==> config.mk <==
export PLATFORM = sky130hd
export DESIGN_NAME = neural_target_encoder_flat
export DESIGN_NICKNAME = d
export VERILOG_FILES = /design/src/rtl/neural_target_encoder_if.sv /design/src/rtl/neural_target_encoder.sv /design/src/flat_wrapper.sv
export SDC_FILE = /design/constraint.sdc
export NUM_CORES = 1
export LEC_CHECK = 0
export BUFFER_PORTS_ARGS = -buffer_cell sky130_fd_sc_hd__buf_2
export CORE_MARGIN = 5
export CORE_UTILIZATION = 46
export CTS_CLUSTER_SIZE = 28
export DETAILED_ROUTE_END_ITERATION = 8
export PLACE_DENSITY = 0.83
export SYNTH_ARGS = -nofsm -noshare
export SYNTH_HDL_FRONTEND = slang
export SYNTH_SLANG_ARGS = --single-unit
==> constraint.sdc <==
create_clock -name clk -period 1.4 [get_ports clk]
set_input_delay 0.28 -clock clk [delete_from_list [all_inputs] [get_ports clk]]
set_output_delay 0.28 -clock clk [all_outputs]
set_load 0.05 [all_outputs]
==> src/rtl/neural_target_encoder_if.sv <==
// neural_target_encoder_if
// Stream bundle between a seven-segment code source and the encoder, and
// between the encoder and the downstream consumer of Q4.12 target words.
//   seg_in/in_valid/in_ready           : input code handshake
//   out_data/out_idx/out_valid/out_ready/out_last/out_err : output word stream
// Modports:
//   slave  - the encoder side (accepts codes, produces words)
//   master - the environment side (drives codes, consumes words)
interface neural_target_encoder_if;
    logic [7:0]  seg_in;
    logic        in_valid;
    logic        in_ready;
    logic [15:0] out_data;
    logic [3:0]  out_idx;
    logic        out_valid;
    logic        out_ready;
    logic        out_last;
    logic        out_err;

    modport slave (
        input  seg_in, in_valid, out_ready,
        output in_ready, out_data, out_idx, out_valid, out_last, out_err
    );

    modport master (
        output seg_in, in_valid, out_ready,
        input  in_ready, out_data, out_idx, out_valid, out_last, out_err
    );
endinterface

==> src/rtl/neural_target_encoder.sv <==
// neural_target_encoder
// Converts one seven-segment code (dp,g,f,e,d,c,b,a) into a one-hot frame of
// ten Q4.12 target words, one per digit node 0..9. An unrecognised code still
// yields a full frame, all OFF_VAL, flagged with out_err on every word.
// Ports:
//   clk       - clock, rising edge
//   n_rst     - synchronous active-low reset
//   bus       - neural_target_encoder_if.slave (code input + word stream)
//   err_count - 8-bit saturating count of accepted invalid codes, present
//               only when NEURAL_TARGET_ERRCNT_EN is defined
// Parameters:
//   ON_VAL    - word for the selected node (default 1.0 in Q4.12)
//   OFF_VAL   - word for every other node
// Configuration macro: NEURAL_TARGET_ERRCNT_EN
module neural_target_encoder #(
    parameter logic [15:0] ON_VAL  = 16'h1000,
    parameter logic [15:0] OFF_VAL = 16'h0000
) (
    input  logic clk,
    input  logic n_rst,
`ifdef NEURAL_TARGET_ERRCNT_EN
    output logic [7:0] err_count,
`endif
    neural_target_encoder_if.slave bus
);

    typedef enum logic {
        IDLE = 1'b0,
        SEND = 1'b1
    } state_t;

    state_t      state, state_nx;
    logic [3:0]  cnt;
    logic [3:0]  digit;
    logic        digit_ok;
    logic [3:0]  dec_digit;
    logic        dec_ok;
    logic        accept;
    logic        xfer;

    // Only the exact ten segment patterns are digits; dp set is always invalid.
    always_comb begin
        dec_digit = '0;
        dec_ok    = 1'b1;
        case (bus.seg_in)
            8'h3F: dec_digit = 4'd0;
            8'h06: dec_digit = 4'd1;
            8'h5B: dec_digit = 4'd2;
            8'h4F: dec_digit = 4'd3;
            8'h66: dec_digit = 4'd4;
            8'h6D: dec_digit = 4'd5;
            8'h7D: dec_digit = 4'd6;
            8'h07: dec_digit = 4'd7;
            8'h7F: dec_digit = 4'd8;
            8'h6F: dec_digit = 4'd9;
            default: dec_ok = 1'b0;
        endcase
    end

    always_comb begin
        state_nx      = state;
        bus.in_ready  = 1'b0;
        bus.out_valid = 1'b0;
        bus.out_data  = '0;
        bus.out_idx   = '0;
        bus.out_last  = 1'b0;
        bus.out_err   = 1'b0;
        accept        = 1'b0;
        xfer          = 1'b0;
        case (state)
            IDLE: begin
                bus.in_ready = 1'b1;
                accept       = bus.in_valid;
                if (bus.in_valid) begin
                    state_nx = SEND;
                end
            end
            SEND: begin
                bus.out_valid = 1'b1;
                bus.out_idx   = cnt;
                bus.out_data  = (digit_ok && cnt == digit) ? ON_VAL : OFF_VAL;
                bus.out_last  = (cnt == 4'd9);
                bus.out_err   = ~digit_ok;
                xfer          = bus.out_ready;
                if (bus.out_ready && cnt == 4'd9) begin
                    state_nx = IDLE;
                end
            end
            default: state_nx = IDLE;
        endcase
    end

    always_ff @(posedge clk) begin
        if (!n_rst) begin
            state    <= IDLE;
            cnt      <= '0;
            digit    <= '0;
            digit_ok <= 1'b0;
        end else begin
            state <= state_nx;
            if (accept) begin
                digit    <= dec_digit;
                digit_ok <= dec_ok;
                cnt      <= '0;
            end else if (xfer) begin
                // Wrap after node 9 so the counter is already 0 back in IDLE.
                cnt <= (cnt == 4'd9) ? '0 : cnt + 4'd1;
            end
        end
    end

`ifdef NEURAL_TARGET_ERRCNT_EN
    always_ff @(posedge clk) begin
        if (!n_rst) begin
            err_count <= '0;
        end else if (accept && !dec_ok && err_count != 8'hFF) begin
            err_count <= err_count + 8'd1;
        end
    end
`else
    // No invalid-code counter in this build.
`endif

endmodule

==> src/flat_wrapper.sv <==
// flat-port wrapper written by rule: the top's interface ports become plain ports
module neural_target_encoder_flat 
#(
    parameter logic [15:0] ON_VAL  = 16'h1000,
    parameter logic [15:0] OFF_VAL = 16'h0000
)
  (clk, n_rst, bus_seg_in, bus_in_valid, bus_out_ready, bus_in_ready, bus_out_data, bus_out_idx, bus_out_valid, bus_out_last, bus_out_err);
  neural_target_encoder_if bus_i ();
  input  logic clk;
  input  logic n_rst;
  input wire logic [$bits(bus_i.seg_in)-1:0] bus_seg_in;
  input wire logic [$bits(bus_i.in_valid)-1:0] bus_in_valid;
  input wire logic [$bits(bus_i.out_ready)-1:0] bus_out_ready;
  output wire logic [$bits(bus_i.in_ready)-1:0] bus_in_ready;
  output wire logic [$bits(bus_i.out_data)-1:0] bus_out_data;
  output wire logic [$bits(bus_i.out_idx)-1:0] bus_out_idx;
  output wire logic [$bits(bus_i.out_valid)-1:0] bus_out_valid;
  output wire logic [$bits(bus_i.out_last)-1:0] bus_out_last;
  output wire logic [$bits(bus_i.out_err)-1:0] bus_out_err;
  assign bus_i.seg_in = bus_seg_in;
  assign bus_i.in_valid = bus_in_valid;
  assign bus_i.out_ready = bus_out_ready;
  assign bus_in_ready = bus_i.in_ready;
  assign bus_out_data = bus_i.out_data;
  assign bus_out_idx = bus_i.out_idx;
  assign bus_out_valid = bus_i.out_valid;
  assign bus_out_last = bus_i.out_last;
  assign bus_out_err = bus_i.out_err;
  neural_target_encoder #(.ON_VAL(ON_VAL), .OFF_VAL(OFF_VAL)) u_core (.clk(clk), .n_rst(n_rst), .bus(bus_i));
endmodule
# After elaboration in Yosys (flattened, before gate mapping)
# Cells that the tools add are included.
classes:
  reduce_logical: 4
  n_mux: 15
  n_bitwise: 3
  add_sub_neg: 1
  eq_ne: 12
op_table:
  columns: ["cell", "n"]
  rows:
  - ["$eq 8x7->1 const B", 7]
  - ["$pmux 4 s9", 1]
  - ["$eq 8x3->1 const B", 2]
  - ["$mux 16", 1]
  - ["$mux 13", 1]
  - ["$reduce_or 10->1", 1]
  - ["$mux 1", 9]
  - ["$eq 8x6->1 const B", 1]
  - ["$mux 4", 2]
  - ["$add 4x1->4 const B", 1]
  - ["$eq 4x4->1", 1]
  - ["$eq 4x4->1 const B", 1]
  - ["$not 1->1", 3]
  - ["$logic_and 1x1->1", 2]
  - ["$pmux 1 s2", 1]
  - ["$reduce_or 2->1", 1]
word_totals:
  input_bits: 12
  out_inout_bits: 24
  regBits: 10
  elab_cells: 39

# Depth between registers and ports, before layout
depth:
  depth_word: 4
  depth_mapped: 5
  depth_no_buf: 4

# Worst setup path after synthesis
# Ideal clock, no wire load.
synth_path:
  kind: "register to output"
  start: "reg u_core.state"
  end: "out bus_out_last"
  t_arrival_ns: 2.505
  stages_incl_launch_ff: 5
  setup_slack_ns: -1.385
  path_cell_list: "dfxtp_1 buf_2 inv_1 nor2_1 and3_1"
synth_via:
  elab_chain_len: 1
synth_rtl:
  columns: ["element", "line_no", "source"]
  rows:
  - ["start: declaration", "neural_target_encoder.sv:32", "state_t state, state_nx;"]
  - ["start signal: assignment", "neural_target_encoder.sv:100", "state <= state_nx;"]
  - ["$mux 1", "neural_target_encoder.sv:70", "case (state)"]
  - ["end: declaration", "flat_wrapper.sv:18", "output wire logic [$bits(bus_i.out_last)-1:0] bus_out_last;"]
# Every way passes these cells.

# Worst setup path after layout
layout_path:
  start: "reg u_core.cnt[0]"
  end: "out bus_out_data[12]"
layout_via:
  elab_chain_len: 4
layout_rtl:
  columns: ["element", "line_no", "source"]
  rows:
  - ["start: declaration", "neural_target_encoder.sv:33", "logic [3:0] cnt;"]
  - ["start signal: assignment", "neural_target_encoder.sv:107", "cnt <= (cnt == 4'd9) ? '0 : cnt + 4'd1;"]
  - ["$eq 4x4->1", "neural_target_encoder.sv:81", "bus.out_data = (digit_ok && cnt == digit) ? ON_VAL : OFF_VAL;"]
  - ["$logic_and 1x1->1", "neural_target_encoder.sv:81", null]
  - ["$mux 13", "neural_target_encoder.sv:81", null]
  - ["$mux 16", "neural_target_encoder.sv:70", null]
  - ["end: declaration", "flat_wrapper.sv:15", "output wire logic [$bits(bus_i.out_data)-1:0] bus_out_data;"]
# Every way passes these cells.

==> flow_metrics.env <==
export IMPL_cp_max_fo=3
export IMPL_min_period_ns=1.570
export IMPL_clock_latency_ns=0.27
export IMPL_worst_setup_path_type="register to output pin"
export IMPL_whs_path_depth=2
export IMPL_core_area_um2=1708
export IMPL_synth_edff_count=0
export IMPL_grt_ovfl_total=0
export IMPL_numCtsBuffers=3
export IMPL_grt_pass1_wl_um=2829
export IMPL_num_vias=788
export IMPL_cts_max_level=1
export IMPL_io_pins=36
export IMPL_rsz0062_at_grt="yes"
export IMPL_timing_final_crit_share=1.121
export IMPL_cts_root_buf="clkbuf_4"
export IMPL_max_freq_mhz=637.0
export IMPL_synth_ff_type="dfxtp_1"
export IMPL_start_util=0.4740
export IMPL_worst_ir_drop_vdd_mv=0.3424
export IMPL_clock_sinks=10
export IMPL_ys_types=37
export IMPL_route_detailed_wl_per_inst_um=11.74
export IMPL_crit_arrival_ns=1.29
export IMPL_p_per_area_nw_per_um2=748.2
export IMPL_place_area_um2=930.9
export IMPL_fin_nets=147
export IMPL_grt_pass1_vias=662
export IMPL_rr_startpoint="u_core.state"
export IMPL_antenna_found_initial=0
export IMPL_outcome="finished, violations left"
export IMPL_dp_hpwl_um=1460
export IMPL_reg2reg_depth=5
export IMPL_place_congestion=0.8588
export IMPL_setup_violations_final=5
export IMPL_startpoint="u_core.cnt[0]"
export IMPL_insertedDiodeCount=0
export IMPL_required_ns=1.12
export IMPL_track_usage=0.1358
export IMPL_die_area_um2=2699
export IMPL_maxSlewViolCount=0
export IMPL_dr_pass1_iters=4
export IMPL_finalPower_mw=0.7807
export IMPL_finalWirelength_um=1866
export IMPL_layout_setup_ws_ns=-0.1699
export IMPL_drive_gt1_frac=0.3358
export IMPL_rows=15
export IMPL_r2r_end="u_core.digit_ok"
export IMPL_seq_area_frac_synth=0.2473
export IMPL_yosysWarningCount=0
export IMPL_leakage_nw=0.4362
export IMPL_critPathLaunchType="register"
export IMPL_fin_area_um2=1044
export IMPL_hp_start="bus_out_ready"
export IMPL_cts_path_max_buffers=2
export IMPL_die_w_um=51.95
export IMPL_r2r_slack_ns=0.17
export IMPL_dieHeight_um=51.95
export IMPL_cts_tree="built"
export IMPL_syn_to_final_growth_pct=28.90
export IMPL_route_detailed_drc=0
export IMPL_cp_end_kind="output pin"
export IMPL_ant_nets=0
export IMPL_hold_path_class="input pin to register"
export IMPL_path_clk_slew_ns=0.07
export IMPL_min_to="u_core.state"
export IMPL_synth_seq_cells=10
export IMPL_violations="negative setup slack"
export IMPL_drt_iter0_markers=6
export IMPL_synthCells=108
export IMPL_grt_max_degree=10
export IMPL_vias_per_cell=4.956
export IMPL_numPortBuffers=20
export IMPL_finalHoldViolCount=0
export IMPL_async_flop_share=0
export IMPL_postSynthAreaPerCell_um2=7.496
export IMPL_netlist_area_um2=809.5
export IMPL_maxCapViolations=0
export IMPL_fin_skew_ns=0.007264
## stage by stage
step                TNS [ns]    util  std cells  worst slack (ns)  hold slack, ns
floorplan             -2.419       -        122           -0.5127          0.4016
finish               -0.5234  0.6110        159           -0.1699          0.2722
detailed placement  -0.04083  0.5451        154          -0.04083          0.4668
global route         -0.7943  0.6110        159           -0.2509          0.2568
CTS                  -0.4691  0.6022        159           -0.1772          0.2548
global placement           0  0.5451        154         0.0001645          0.4557
## cells in the mapped netlist (2+ instances only)
cell / n / area [um^2]
nor2b_1: 2 / 12.51
buf_2: 3 / 15.01
nand3b_1: 2 / 15.01
and2_1: 2 / 12.51
o21ai_1: 2 / 10.01
inv_1: 6 / 22.52
and3_1: 3 / 18.77
nand2_1: 8 / 30.03
a21oi_1: 4 / 20.02
buf_4: 15 / 112.6
nor2_1: 11 / 41.29
o21ai_0: 9 / 45.04
xnor2_1: 2 / 17.52
dfxtp_1: 10 / 200.2
a31oi_1: 2 / 12.51
nor3_1: 6 / 30.03
## state kept, by name, indices dropped and copies added, names as in the netlist
register / count
u_core.cnt: 4
u_core.digit_ok: 1
u_core.state: 1
u_core.digit: 4
## layer usage
metal,global-route usage,share of wire
met1,0.1533,0.41
met2,0.2406,0.50
met3,0.02292,0.068
met4,0.06987,0.022
met5,0,0
## cells by family after synthesis
group,count (synthesis),synth area share
AOI/OAI and AO/OA,26,0.2071
xor gates and xnor gates,3,0.03246
buffers and inverters,26,0.2040
DFF,10,0.2473
muxes,1,0.01237
other,1,0.004632
and+or+nand+nor,41,0.2921
## worst max-delay path: stages (launching register included)
cell       delay [ns]
dfxtp_2          0.34
inv_2            0.05
a22oi_2          0.18
o2111ai_2        0.14
nor3_4           0.14
buf_6            0.18
## cells in the final DEF, fill, tap and decap left out, drive strengths merged
cell type | netlist | layout
a21boi | 1 | 1
a21oi | 4 | 4
a221oi | 1 | 1
a22oi | 1 | 1
a31oi | 2 | 2
a32oi | 1 | 1
a41oi | 1 | 1
and2 | 2 | 2
and3 | 3 | 3
buf | 19 | 27
clkbuf | 0 | 4
clkinvlp | 0 | 1
conb | 1 | 15
dfxtp | 10 | 10
inv | 7 | 6
mux2i | 1 | 1
nand2 | 8 | 8
nand2b | 1 | 1
nand3 | 1 | 1
nand3b | 2 | 2
nand4 | 1 | 1
nand4b | 1 | 1
nor2 | 11 | 11
nor2b | 2 | 2
nor3 | 7 | 7
nor4b | 2 | 2
o2111ai | 1 | 1
o21ai | 11 | 11
o21bai | 1 | 1
o221ai | 1 | 1
o31ai | 1 | 1
xnor2 | 2 | 2
xor2 | 1 | 1
## power by group
group / internal (mW) / switching [mW] / total (mW)
registers: 0.296 / 0.0119 / 0.308
logic: 0.0691 / 0.197 / 0.266
clock network: 0.110 / 0.0970 / 0.207
## worst max path at each step
stage	end	slack (ns)
global route	bus_out_data[12]	-0.25
floorplan	bus_out_last	-0.51
finish	bus_out_data[12]	-0.17
detailed placement	bus_out_data[12]	-0.04
global placement	bus_out_data[12]	0.0002
CTS	bus_out_data[12]	-0.18
## repair_timing
| item | in CTS | in global routing |
|---|---|---|
| pin swaps | 1 | 1 |
| resized for setup | 19 | 4 |
| setup buffers | 1 | 0 |
| hold buffers | 0 | 0 |
| endpoints found under the setup margin | 7 | 7 |
| gates cloned | 0 | 0 |
## layout make-up
class,instances,area (um^2)
clock buffers,4,26.28
fillers,163,664.4
inverters,7,30.03
multi-input cells,86,546.8
flip-flops and latches,10,205.2
well taps,25,31.28
repair buffers,27,203.9
Power figures use the tool's default switching activity.
